$ cat src/rtl/int_ctrl_pkg.sv
// Shared definitions for the interrupt controller and the control unit:
// FSM state encodings and default handler vector layout.
package int_ctrl_pkg;

    typedef enum logic [1:0] {
        ST_IDLE     = 2'd0,
        ST_DISPATCH = 2'd1,
        ST_ISR      = 2'd2
    } int_state_t;

    localparam int DEF_N_IRQ      = 4;
    localparam int DEF_PC_W       = 10;
    localparam int DEF_VEC_BASE   = 'h3C0;
    localparam int DEF_VEC_STRIDE = 4;

endpackage

$ cat src/rtl/int_ctrl_sync_edge.sv
// irq_sync_edge: two-flop synchroniser for one raw IRQ line followed by a
// rising-edge detector. The pulse is high for one cycle after the
// synchronised level rises; the consumer registers it into pend.
module irq_sync_edge (
    input  logic clk,
    input  logic reset,
    input  logic irq,
    output logic pulse
);

    logic s1, s2, s3;

    // metastability chain plus one delayed copy for edge detection
    always_ff @(posedge clk or negedge reset) begin
        if (!reset) begin
            s1 <= 1'b0;
            s2 <= 1'b0;
            s3 <= 1'b0;
        end else begin
            s1 <= irq;
            s2 <= s1;
            s3 <= s2;
        end
    end

    assign pulse = s2 & ~s3;

endmodule

$ cat src/rtl/int_ctrl.sv
// int_ctrl: vectored interrupt controller. Synchronises and edge-detects
// the IRQ lines, latches them as pending, and dispatches the lowest-index
// unmasked pending line with a one-cycle take_int / irq_ack / vector.
// Optional feature macro: INT_NESTING_EN (allows strictly higher-priority
// preemption while in ISR).
module int_ctrl
    import int_ctrl_pkg::*;
#(
    parameter int N_IRQ      = DEF_N_IRQ,
    parameter int PC_W       = DEF_PC_W,
    parameter int VEC_BASE   = DEF_VEC_BASE,
    parameter int VEC_STRIDE = DEF_VEC_STRIDE
) (
    input  logic             clk,
    input  logic             reset,
    input  logic [N_IRQ-1:0] irq,
    input  logic             int_en,
    input  logic             mask_we,
    input  logic [N_IRQ-1:0] mask_d,
    input  logic             reti,
    output logic             take_int,
    output logic [PC_W-1:0]  vector,
    output logic [N_IRQ-1:0] irq_ack,
    output logic [N_IRQ-1:0] in_svc,
    output logic [N_IRQ-1:0] pend
);

    localparam int ID_W = (N_IRQ > 1) ? $clog2(N_IRQ) : 1;

    int_state_t       state;
    logic [ID_W-1:0]  id;
    logic [N_IRQ-1:0] edge_p;
    logic [N_IRQ-1:0] mask;
    logic [N_IRQ-1:0] cand;
    logic             cand_any;
    logic [ID_W-1:0]  win_id;
    logic [N_IRQ-1:0] win_oh;
    logic [PC_W-1:0]  win_vec;
    logic [N_IRQ-1:0] pend_clr;
    logic [N_IRQ-1:0] svc_low;
    logic [N_IRQ-1:0] svc_next;
    logic             can_preempt;

    irq_sync_edge u_sync [N_IRQ-1:0] (
        .clk   (clk),
        .reset (reset),
        .irq   (irq),
        .pulse (edge_p)
    );

    assign cand     = pend & mask;
    assign cand_any = |cand;
    assign win_oh   = N_IRQ'(1) << win_id;
    assign win_vec  = PC_W'(VEC_BASE + int'(win_id) * VEC_STRIDE);
    // lowest set in_svc bit is the highest-priority level being serviced
    assign svc_low  = in_svc & (~in_svc + N_IRQ'(1));
    assign svc_next = in_svc & ~svc_low;
    assign pend_clr = (state == ST_DISPATCH) ? (N_IRQ'(1) << id) : '0;

    // priority encoder: lowest set index of cand wins
    always_comb begin
        win_id = '0;
        for (int i = N_IRQ - 1; i >= 0; i--) begin
            if (cand[i]) win_id = ID_W'(i);
        end
    end

`ifdef INT_NESTING_EN
    logic [ID_W-1:0] svc_id;

    // index of the highest-priority level currently in service
    always_comb begin
        svc_id = '0;
        for (int i = N_IRQ - 1; i >= 0; i--) begin
            if (in_svc[i]) svc_id = ID_W'(i);
        end
    end

    assign can_preempt = int_en & cand_any & (win_id < svc_id);
`else
    assign can_preempt = 1'b0;
`endif

    // mask register, all lines disabled out of reset
    always_ff @(posedge clk or negedge reset) begin
        if (!reset) mask <= '0;
        else if (mask_we) mask <= mask_d;
    end

    // pending latch: a new edge wins over the dispatch clear on the same edge
    always_ff @(posedge clk or negedge reset) begin
        if (!reset) pend <= '0;
        else        pend <= (pend & ~pend_clr) | edge_p;
    end

    // dispatch FSM with registered one-cycle dispatch outputs
    always_ff @(posedge clk or negedge reset) begin
        if (!reset) begin
            state    <= ST_IDLE;
            id       <= '0;
            take_int <= 1'b0;
            irq_ack  <= '0;
            vector   <= '0;
            in_svc   <= '0;
        end else begin
            take_int <= 1'b0;
            irq_ack  <= '0;
            vector   <= '0;
            case (state)
                ST_IDLE: begin
                    if (int_en && cand_any && (in_svc == '0)) begin
                        state    <= ST_DISPATCH;
                        id       <= win_id;
                        take_int <= 1'b1;
                        irq_ack  <= win_oh;
                        vector   <= win_vec;
                    end
                end
                ST_DISPATCH: begin
                    state  <= ST_ISR;
                    in_svc <= in_svc | (N_IRQ'(1) << id);
                end
                ST_ISR: begin
                    if (reti) begin
                        in_svc <= svc_next;
                        state  <= (svc_next == '0) ? ST_IDLE : ST_ISR;
                    end else if (can_preempt) begin
                        state    <= ST_DISPATCH;
                        id       <= win_id;
                        take_int <= 1'b1;
                        irq_ack  <= win_oh;
                        vector   <= win_vec;
                    end
                end
                default: state <= ST_IDLE;
            endcase
        end
    end

endmodule

$ cat config.mk
export PLATFORM = sky130hd
export DESIGN_NAME = int_ctrl
export DESIGN_NICKNAME = d
export VERILOG_FILES = /design/src/rtl/int_ctrl_pkg.sv /design/src/rtl/int_ctrl_sync_edge.sv /design/src/rtl/int_ctrl.sv
export SDC_FILE = /design/constraint.sdc
export NUM_CORES = 1
export LEC_CHECK = 0
export BUFFER_PORTS_ARGS = -buffer_cell sky130_fd_sc_hd__buf_2
export CAP_MARGIN = 15
export CORE_MARGIN = 2
export CORE_UTILIZATION = 49
export DETAILED_ROUTE_END_ITERATION = 10
export GPL_TIMING_DRIVEN = 1
export HOLD_SLACK_MARGIN = 0.06
export PLACE_DENSITY = 0.75
export SKIP_LAST_GASP = 1
export SYNTH_ARGS = -nofsm -noshare
export SYNTH_HDL_FRONTEND = slang
export SYNTH_SLANG_ARGS = --single-unit
export TNS_END_PERCENT = 10
$ cat constraint.sdc
create_clock -name clk -period 2.7 [get_ports clk]
set_clock_uncertainty 0.15 [all_clocks]
set_input_delay 0.135 -clock clk [delete_from_list [all_inputs] [get_ports clk]]
set_output_delay 0.135 -clock clk [all_outputs]
set_load 0.005 [all_outputs]
# == Yosys cells after proc, flatten, opt, wreduce, memory -nomap -nowiden ==
# Index checks and enable logic that the tools add are counted.
# classes
shift,2
n_mux,17
bitwise_logic,17
n_reduce_logical,10
n_addsub,2
eq_ne,4
# ops
op,n
10-bit two-way mux,2
4-bit bitwise AND,4
4-bit two-way mux,4
2-bit two-way mux,7
4-bit inverter,3
"10-bit by 4-bit adder with 10-bit output, first input constant",1
4-bit zero test,2
4-bit bitwise OR,2
4-bit case mux with 2 select lines,1
"1-bit by 2-bit << shifter with 4-bit output, first input constant",2
2-bit case mux with 3 select lines,1
2-bit AND reduction,3
"4-bit by 1-bit adder with 4-bit output, second input constant",1
1-bit bitwise AND,4
"2-bit != test, second input constant",2
1-bit inverter,4
4-bit OR reduction,1
"2-bit by 1-bit equality test with 1-bit output, second input constant",1
"2-bit equality test, second input constant",1
1-bit logical AND,2
2-bit zero test,1
1-bit two-way mux,2
2-bit nonzero test,1
# totals
reg_bits,43
wordCells,72
output_inout_bits,23
in_bits,13

# == Logic depth before layout (Yosys ltp) ==
# Gate-level depths: netlist of run 1.
# depth
depth_word,9
mapped_depth,4
ltp_nobuf,4

# == By module ==
# Synthesis of run 1 repeated with hierarchy kept, for this count alone.
# hier_totals
cells_unflattened,106
hier_area_um2,1375.1
# modules_own_cells
module,n_inst,seq_area_each_um2,area_each_um2,cells_per_inst
int_ctrl,1,575.6,1019.7,90
irq_sync_edge,4,75.1,88.8,4

# == Worst setup path before layout of run 1 ==
# No wires, ideal clock.
# synth_timing
path_kind,reg-to-reg
start,register in_svc[2]
end,register id[0]
stages_incl_launch_ff,5
setup_time_ns,0.128
synth_period_minus_slack_ns,1.605
path_slack_ns,1.095
path_buffers,0
arrival_ns,1.327
required_time_ns,2.422
path_cell_list,dfrtp_1 -> nor3_4 -> nand4b_4 -> a31oi_4 -> mux2_1
# synth_between
elab_chain_cells,3
# synth_rtl
element,line_no,source
from (decl),int_ctrl.sv:24,"output logic [N_IRQ-1:0] in_svc,"
from (signal assigned),int_ctrl.sv:121,in_svc <= in_svc | (N_IRQ'(1) << id);
from (signal assigned),int_ctrl.sv:125,in_svc <= svc_next;
4-bit zero test,int_ctrl.sv:111,if (int_en && cand_any && (in_svc == '0)) begin
1-bit logical AND,int_ctrl.sv:111,
2-bit AND reduction (no line),-,
to (signal assigned),int_ctrl.sv:113,id <= win_id;
to (signal assigned),int_ctrl.sv:129,id <= win_id;
to (decl),int_ctrl.sv:31,logic [ID_W-1:0] id;
# Every way passes these cells.
# A chain may end at the register's enable or synchronous reset.

# == Worst setup path after layout of run 1 ==
# Ends and elaborated chain as after synthesis.

==> impl_results.md, run 1 <==
* Post-CTS Setup Repair Bufs at 0
* Final period util at ~63%
* Worst-path clk slew at 0.10 ns
* Share of layout cells above drive strength 1 at between 30% and 40%
* Number of clock sinks at 35
* Number of different library cells in the post-synthesis netlist at 30
* Synthesized area at 0.001353 mm2
* Actual slew at the worst max-slew pin at approximately 0.76 ns
* Data arrival at the endpoint of the critical path at 1.76 ns
* Status: complete, no violations
* Antenna violations before repair at 0
* First-pass iteration count of the detailed router at 4
* Via count normalized by instance count at 5.038
* Number of global-route vias before repair at 912
* Die Height at around 57 um
* CTS tree: done
* Worst setup path class: reg -> reg
* Max clock buf depth at 2
* Largest net degree at the start of global routing at 36
* Worst Path Required at 2.78 ns
* Overall overflow remaining after global route at 0
* Clock insertion delay at the later pin of the skew report at between 0.3 and 0.4 ns
* Area share of the largest cell type after synthesis at 64.75%
* Cell with the largest stage delay on the worst path: dfrtp_1
* Unrepaired setup endpoints after global routing: false
* Max-cap violations at 0
* Share of synthesized registers carrying an async set or reset at 100.0%
* GRT Overall Usage at 16.58%
* Setup TNS at 0 ns
* Weighted congestion at the end of routability-driven global placement at between 0.9 and 1
* Core outline area at 0.002686 mm2
* Cell type with the highest aggregate area in the netlist: dfrtp_1
* Core utilization of the finished layout at 63.44%
* Area growth from synthesis to layout at 25.99%
* Crit path largest cell delay at roughly 0.46 ns
* Max VDD drop at 0.4755 mV
* Antenna cells at 0
* Final number of setup-violating endpoints at 0
* Library cell used as clock root buffer: clkbuf_4
* Library cell with the highest instance count after synthesis: dfrtp_1
* Post-route ant nets at 0
* Commonest cells post-synth: 35 x dfrtp_1, 12 x nand2_1, 10 x o21ai_0
* Detail Placement HPWL at 1659 um
* Core Rows at 19
* Leakage power figure at 0.8586 nW
* Number of flops mapped to enable cells by yosys at 0
* Port buffer count at 31
* Area post-placement at 0.001498 mm2
* Effective utilization at floorplan at 50.35%
* Class of the tightest hold or removal check: reg -> reg
* Register bit count reported by yosys at 35
* Cell Chain, Critical Path: nor3_4 > nand4b_4 > a31oi_4 > mux2_1
* Count of yosys warnings during synthesis at 0
* Cell types with the largest area share after synthesis: dfrtp_1 65%, buf_4 4.4%, o21ai_0 3.7%
* Top flip-flop cell by instance count after synthesis: dfrtp_1
* Achievable Freq at 0.5925 GHz
* Chip width at 56.54 um
* Total CTS buffers at 5
* Wire length of the first global-routing pass at roughly 4000 um
* Die outline area at 0.003197 mm2
* Fin nets at 168
* CP Launch Type: flip-flop
* Remaining design rule violation count at 0
* Count of final max-slew check failures at 0
* Maximum level of the CTS H-tree at 2
* Normalized max-slew margin at 49.50%
* Starting DRC count in detailed routing at 30
* Synth Instances at 107
* Count of buffer and inverter cells on the critical path at 0
* Post-Syn Area per Cell at roughly 13 um2
* Critical-path maximum fanout at 6
* Number of hold-slack violations in the final timing report at 0
* Min Clock Period, post-route at 1.688 ns
* CP Capture Type: flip-flop
* Routed length per placed instance at 13.22 um
* Family of cells with the greatest summed delay on the critical path: flip-flops
* Power per cell area at between 700 and 800 mW/mm2
* Final cell area excluding filler cells at ~0.0017 mm2
* Share of synthesized area occupied by flip-flops and latches at about two thirds
* Top-level port count at 36
* Total Wirelength at 2459 um
* Via total after detailed routing at 937
registers in the layout, summed over array words and instances, names as in the netlist:
signal,count
mask,4
in_svc,4
u_sync.s2,4
u_sync.s3,4
state,2
irq_ack,4
pend,4
vector,3
u_sync.s1,4
id,2
cells by family after synthesis:
family,share of synthesized area [%]
flops,64.75
mux,4.163
other cells,0.2773
buf+inv,6.106
simple gates,14.62
fa+ha+maj,0.7401
compound gates,9.343
path summary, 6_finish.rpt:
kind,from,endpoint,slack (ns),depth (start not counted)
max in group asynchronous,reset,mask[0],1.67,2
worst max-delay path,in_svc[2],id[0],1.01,4
worst min register to register,u_sync[1].s1,u_sync[1].s2,0.21,0
min in group asynchronous,reset,in_svc[0],0.26,2
worst max register to register,in_svc[2],id[0],1.01,4
worst min-delay path,u_sync[1].s1,u_sync[1].s2,0.21,0
power breakdown:
part           switching, mW  leakage (nW)  internal [mW]
Combinational          0.125         0.407          0.126
Clock                  0.158        0.0341          0.120
Sequential            0.0949         0.418          0.594
Total                  0.378         0.859          0.841
routing by layer:
metal / wire length, um / share of wire, % / GRT usage [%] / up-vias
li1: - / - / - / 444
met1: 1070 / 44 / 20.47 / 459
met2: 1205 / 49 / 26.08 / 27
met3: 138 / 5.6 / 6.452 / 7
met4: 45 / 1.8 / 6.803 / 0
met5: 0 / 0 / 0 / -
per-stage QoR:
stage               worst slack, ns  instances  hold slack [ns]  power, mW
finish                        1.012        186           0.2107      1.219
global route                 0.9231        186           0.2174      1.293
CTS                           1.001        186           0.2147      1.232
detailed placement            1.011        164          0.09432     0.9268
global placement              1.076        164          0.08306     0.9078
floorplan                     1.095        110          -0.3106     0.8318
what timing repair did:
item                                    CTS  global route
endpoints found under the setup margin    0             0
endpoints found under the hold margin    53             0
gates resized for setup                   0             0
hold buffers                             15             0
placed cells by master, fill, tap and decap left out:
| cell type | Yosys | final |
|---|---|---|
| nor2_1 | 2 | 2 |
| nand2_1 | 12 | 12 |
| or3_1 | 1 | 1 |
| nor2_2 | 1 | 1 |
| nor3_2 | 1 | 1 |
| maj3_1 | 1 | 1 |
| nand3_1 | 3 | 3 |
| nand2b_1 | 1 | 1 |
| a31oi_4 | 1 | 1 |
| dfrtp_1 | 35 | 35 |
| a22oi_2 | 1 | 1 |
| nand4b_1 | 1 | 1 |
| o21bai_1 | 1 | 1 |
| o21ai_0 | 10 | 10 |
| clkinv_2 | 0 | 1 |
| conb_1 | 1 | 4 |
| mux2_1 | 1 | 1 |
| nor3b_1 | 1 | 1 |
| o31ai_1 | 1 | 1 |
| nor3_4 | 1 | 1 |
| nor2b_1 | 1 | 1 |
| and2_1 | 3 | 3 |
| mux2_2 | 4 | 4 |
| and2b_1 | 1 | 1 |
| nand3b_1 | 1 | 1 |
| clkbuf_4 | 0 | 5 |
| inv_1 | 6 | 6 |
| dlygate4sd3_1 | 0 | 15 |
| nor3_1 | 1 | 1 |
| a31oi_1 | 2 | 2 |
| nand4b_4 | 1 | 1 |
| a21oi_1 | 3 | 3 |
| clkbuf_8 | 0 | 1 |
| buf_2 | 0 | 31 |
worst reg2reg max path, stage by stage, from the launching register on:
cell	delay, ns
dfrtp_1	0.46
nor3_4	0.27
nand4b_4	0.19
a31oi_4	0.19
mux2_1	0.33
layout make-up:
class,count,area [um2]
repair buffers,46,305.3
well taps,31,38.79
clock inverters,1,5.005
fillers,226,982.2
clock buffers,6,51.30
inverters,6,22.52
multi-input cells,61,405.4
flip-flops and latches,35,875.8
Power figures use the tool's default switching activity.
==> run 2: changes to the inputs <==
clock period = 1.6 ns   (was 2.7 ns; I/O delays follow)
==> run 2 against run 1 <==
Effect of this change: critical path depth unchanged; power up 75%; final cell count grew 3.8%; worst setup slack got worse by 0.98 ns; critical path type unchanged; largest cell class unchanged; largest power group unchanged; highest routed layer unchanged.
==> impl_results.md, run 2 (synthesis results as in run 1) <==
* Status: complete, no violations
* Die Height at around 57 um
* Largest net degree at the start of global routing at 36
* Overall overflow remaining after global route at 0
* Critical-path maximum fanout at 2
* Via count normalized by instance count at 5.026
* Cell Chain, Critical Path: nor3_4 > nand4b_4 > a31oi_4 > mux2_4
* Clock insertion delay at the later pin of the skew report at 0.34 ns
* Number of global-route vias before repair at 928
* Class of the tightest hold or removal check: in -> async
* Max VDD drop at 0.9613 mV
* Worst Path Required at 1.67 ns
* CP Capture Type: flip-flop
* RR Startpoint: in_svc[2]
* Effective utilization at floorplan at 50.35%
* Number of cells after detailed placement at 170
* Port buffer count at 31
* Worst-path clk slew at 0.11 ns
* GRT Overall Usage at 17.11%
* Data arrival at the endpoint of the critical path at between 1.5 and 2 ns
* Fin nets at 175
* Most frequent cells in the layout: 34 x dfrtp_1, 31 x buf_2, 15 x dlygate4sd3_1
* Antenna cells at 0
* Remaining design rule violation count at 0
* Worst reg-to-reg setup slack at 0.03 ns
* Cell with the largest stage delay on the worst path: dfrtp_1
* Starting DRC count in detailed routing at 14
* Leakage power figure at 0.8971 nW
* Top-level port count at 36
* R2r endpoint: id[0]
* Most common cell after layout, fill and taps aside: dfrtp_1
* Layout Cells excl Fill at just under 200
* Achievable Freq at 0.6364 GHz
* Core outline area at 0.002686 mm2
* Max-cap violations at 0
* Length in cells of the worst reg-to-reg path at 4
* Final period util at just under 100%
* Setup WS pre-CTS at ~0.037 ns
* Core Rows at 19
* Area growth from synthesis to layout at 30.71%
* Core utilization of the finished layout at 65.81%
* Via total after detailed routing at 970
* Final number of setup-violating endpoints at 0
* Total CTS buffers at 5
* Combined area of the multi-input logic cells at slightly above 400 um2
* Share of layout cells above drive strength 1 at 35.19%
* Crit path largest cell delay at 0.43 ns
* Antenna violations before repair at 0
* Register area at about 900 um2
* Min Clock Period, post-route at 1.571 ns
* CTS tree: done
* Max clock buf depth at 2
* Number of clock sinks at 35
* Wire length of the first global-routing pass at 4050 um
* Power per cell area at 1206 mW/mm2
* CP Launch Type: flip-flop
* Unrepaired setup endpoints after global routing: true
* Maximum level of the CTS H-tree at 2
* Count of final max-slew check failures at 0
* Worst setup path class: reg -> reg
* Detail Placement HPWL at 1612 um
* Weighted congestion at the end of routability-driven global placement at 0.8753
* Library cell used as clock root buffer: clkbuf_4
* Total Wirelength at 2461 um
* Routed length per placed instance at 12.75 um
* Chip width at between 50 and 60 um
* Filler instances at 182
* Final critical-path setup slack at 0.02854 ns
* First-pass iteration count of the detailed router at 4
* Post-route ant nets at 0
* Die outline area at 0.003197 mm2
* Number of hold-slack violations in the final timing report at 0
run 2: changes by cell type in the layout (fill, tap and decap cells not counted), sizes merged:
| cell | delta |
|---|---|
| buf | +7 |
run 2: per-stage QoR:
stage | total power, mW | TNS, ns | hold slack [ns] | instance area, um2
4_1_cts | 2.136 | 0 | 0.1377 | 1750
5_1_grt | 2.259 | -0.05037 | 0.1594 | 1768
6_report | 2.132 | 0 | 0.1299 | 1768
3_3_place_gp | 1.594 | 0 | -0.02358 | 1544
3_5_place_dp | 1.618 | 0 | -0.02051 | 1544
2_1_floorplan | 1.407 | 0 | -0.3656 | 1365
run 2: layer usage:
metal	part of all wire, %	global-route usage [%]	vias up	wire length, um
met2	49	27.57	34	1209
met1	42	20.06	468	1039
met4	2.4	8.163	0	59
li1	-	-	460	-
met5	0	0	-	0
met3	6.3	6.452	8	154
run 2: layout make-up:
| type | count | area share [%] |
|---|---|---|
| Tap cell | 31 | 2.194 |
| Timing Repair Buffer | 53 | 20.24 |
| Sequential cell | 35 | 49.61 |
| Clock buffer | 6 | 2.902 |
| Inverter | 6 | 1.274 |
| Multi-Input combinational cell | 61 | 23.50 |
| Clock inverter | 1 | 0.2831 |
run 2: power by group:
| group | leakage, nW | total, mW | internal [mW] | switching (mW) |
|---|---|---|---|---|
| Combinational | 0.446 | 0.509 | 0.268 | 0.241 |
| Sequential | 0.417 | 1.15 | 1.00 | 0.141 |
| Clock | 0.0341 | 0.478 | 0.203 | 0.275 |
| Total | 0.897 | 2.13 | 1.48 | 0.657 |
run 2: how the worst max path moves through the flow:
stage	start	to	cells past startpoint
after detailed placement	in_svc[1]	id[0]	4
final	in_svc[2]	id[0]	4
after CTS	in_svc[1]	irq_ack[2]	5
after global routing	in_svc[2]	id[0]	4
after global placement	in_svc[1]	id[0]	4
after floorplan	in_svc[1]	id[0]	4
run 2: critical path, delay by kind of cell, from the launching register on:
kind | cells | cell delay [ns]
DFF | 1 | 0.43
and+or+nand+nor | 2 | 0.38
muxes | 1 | 0.31
AOI/OAI and AO/OA | 1 | 0.19
run 2: repair_timing:
action	in CTS	in global routing
endpoints found under the setup margin	0	4
endpoints found under the hold margin	54	0
hold buffers	15	0
gates resized for setup	0	2
setup buffers	0	1
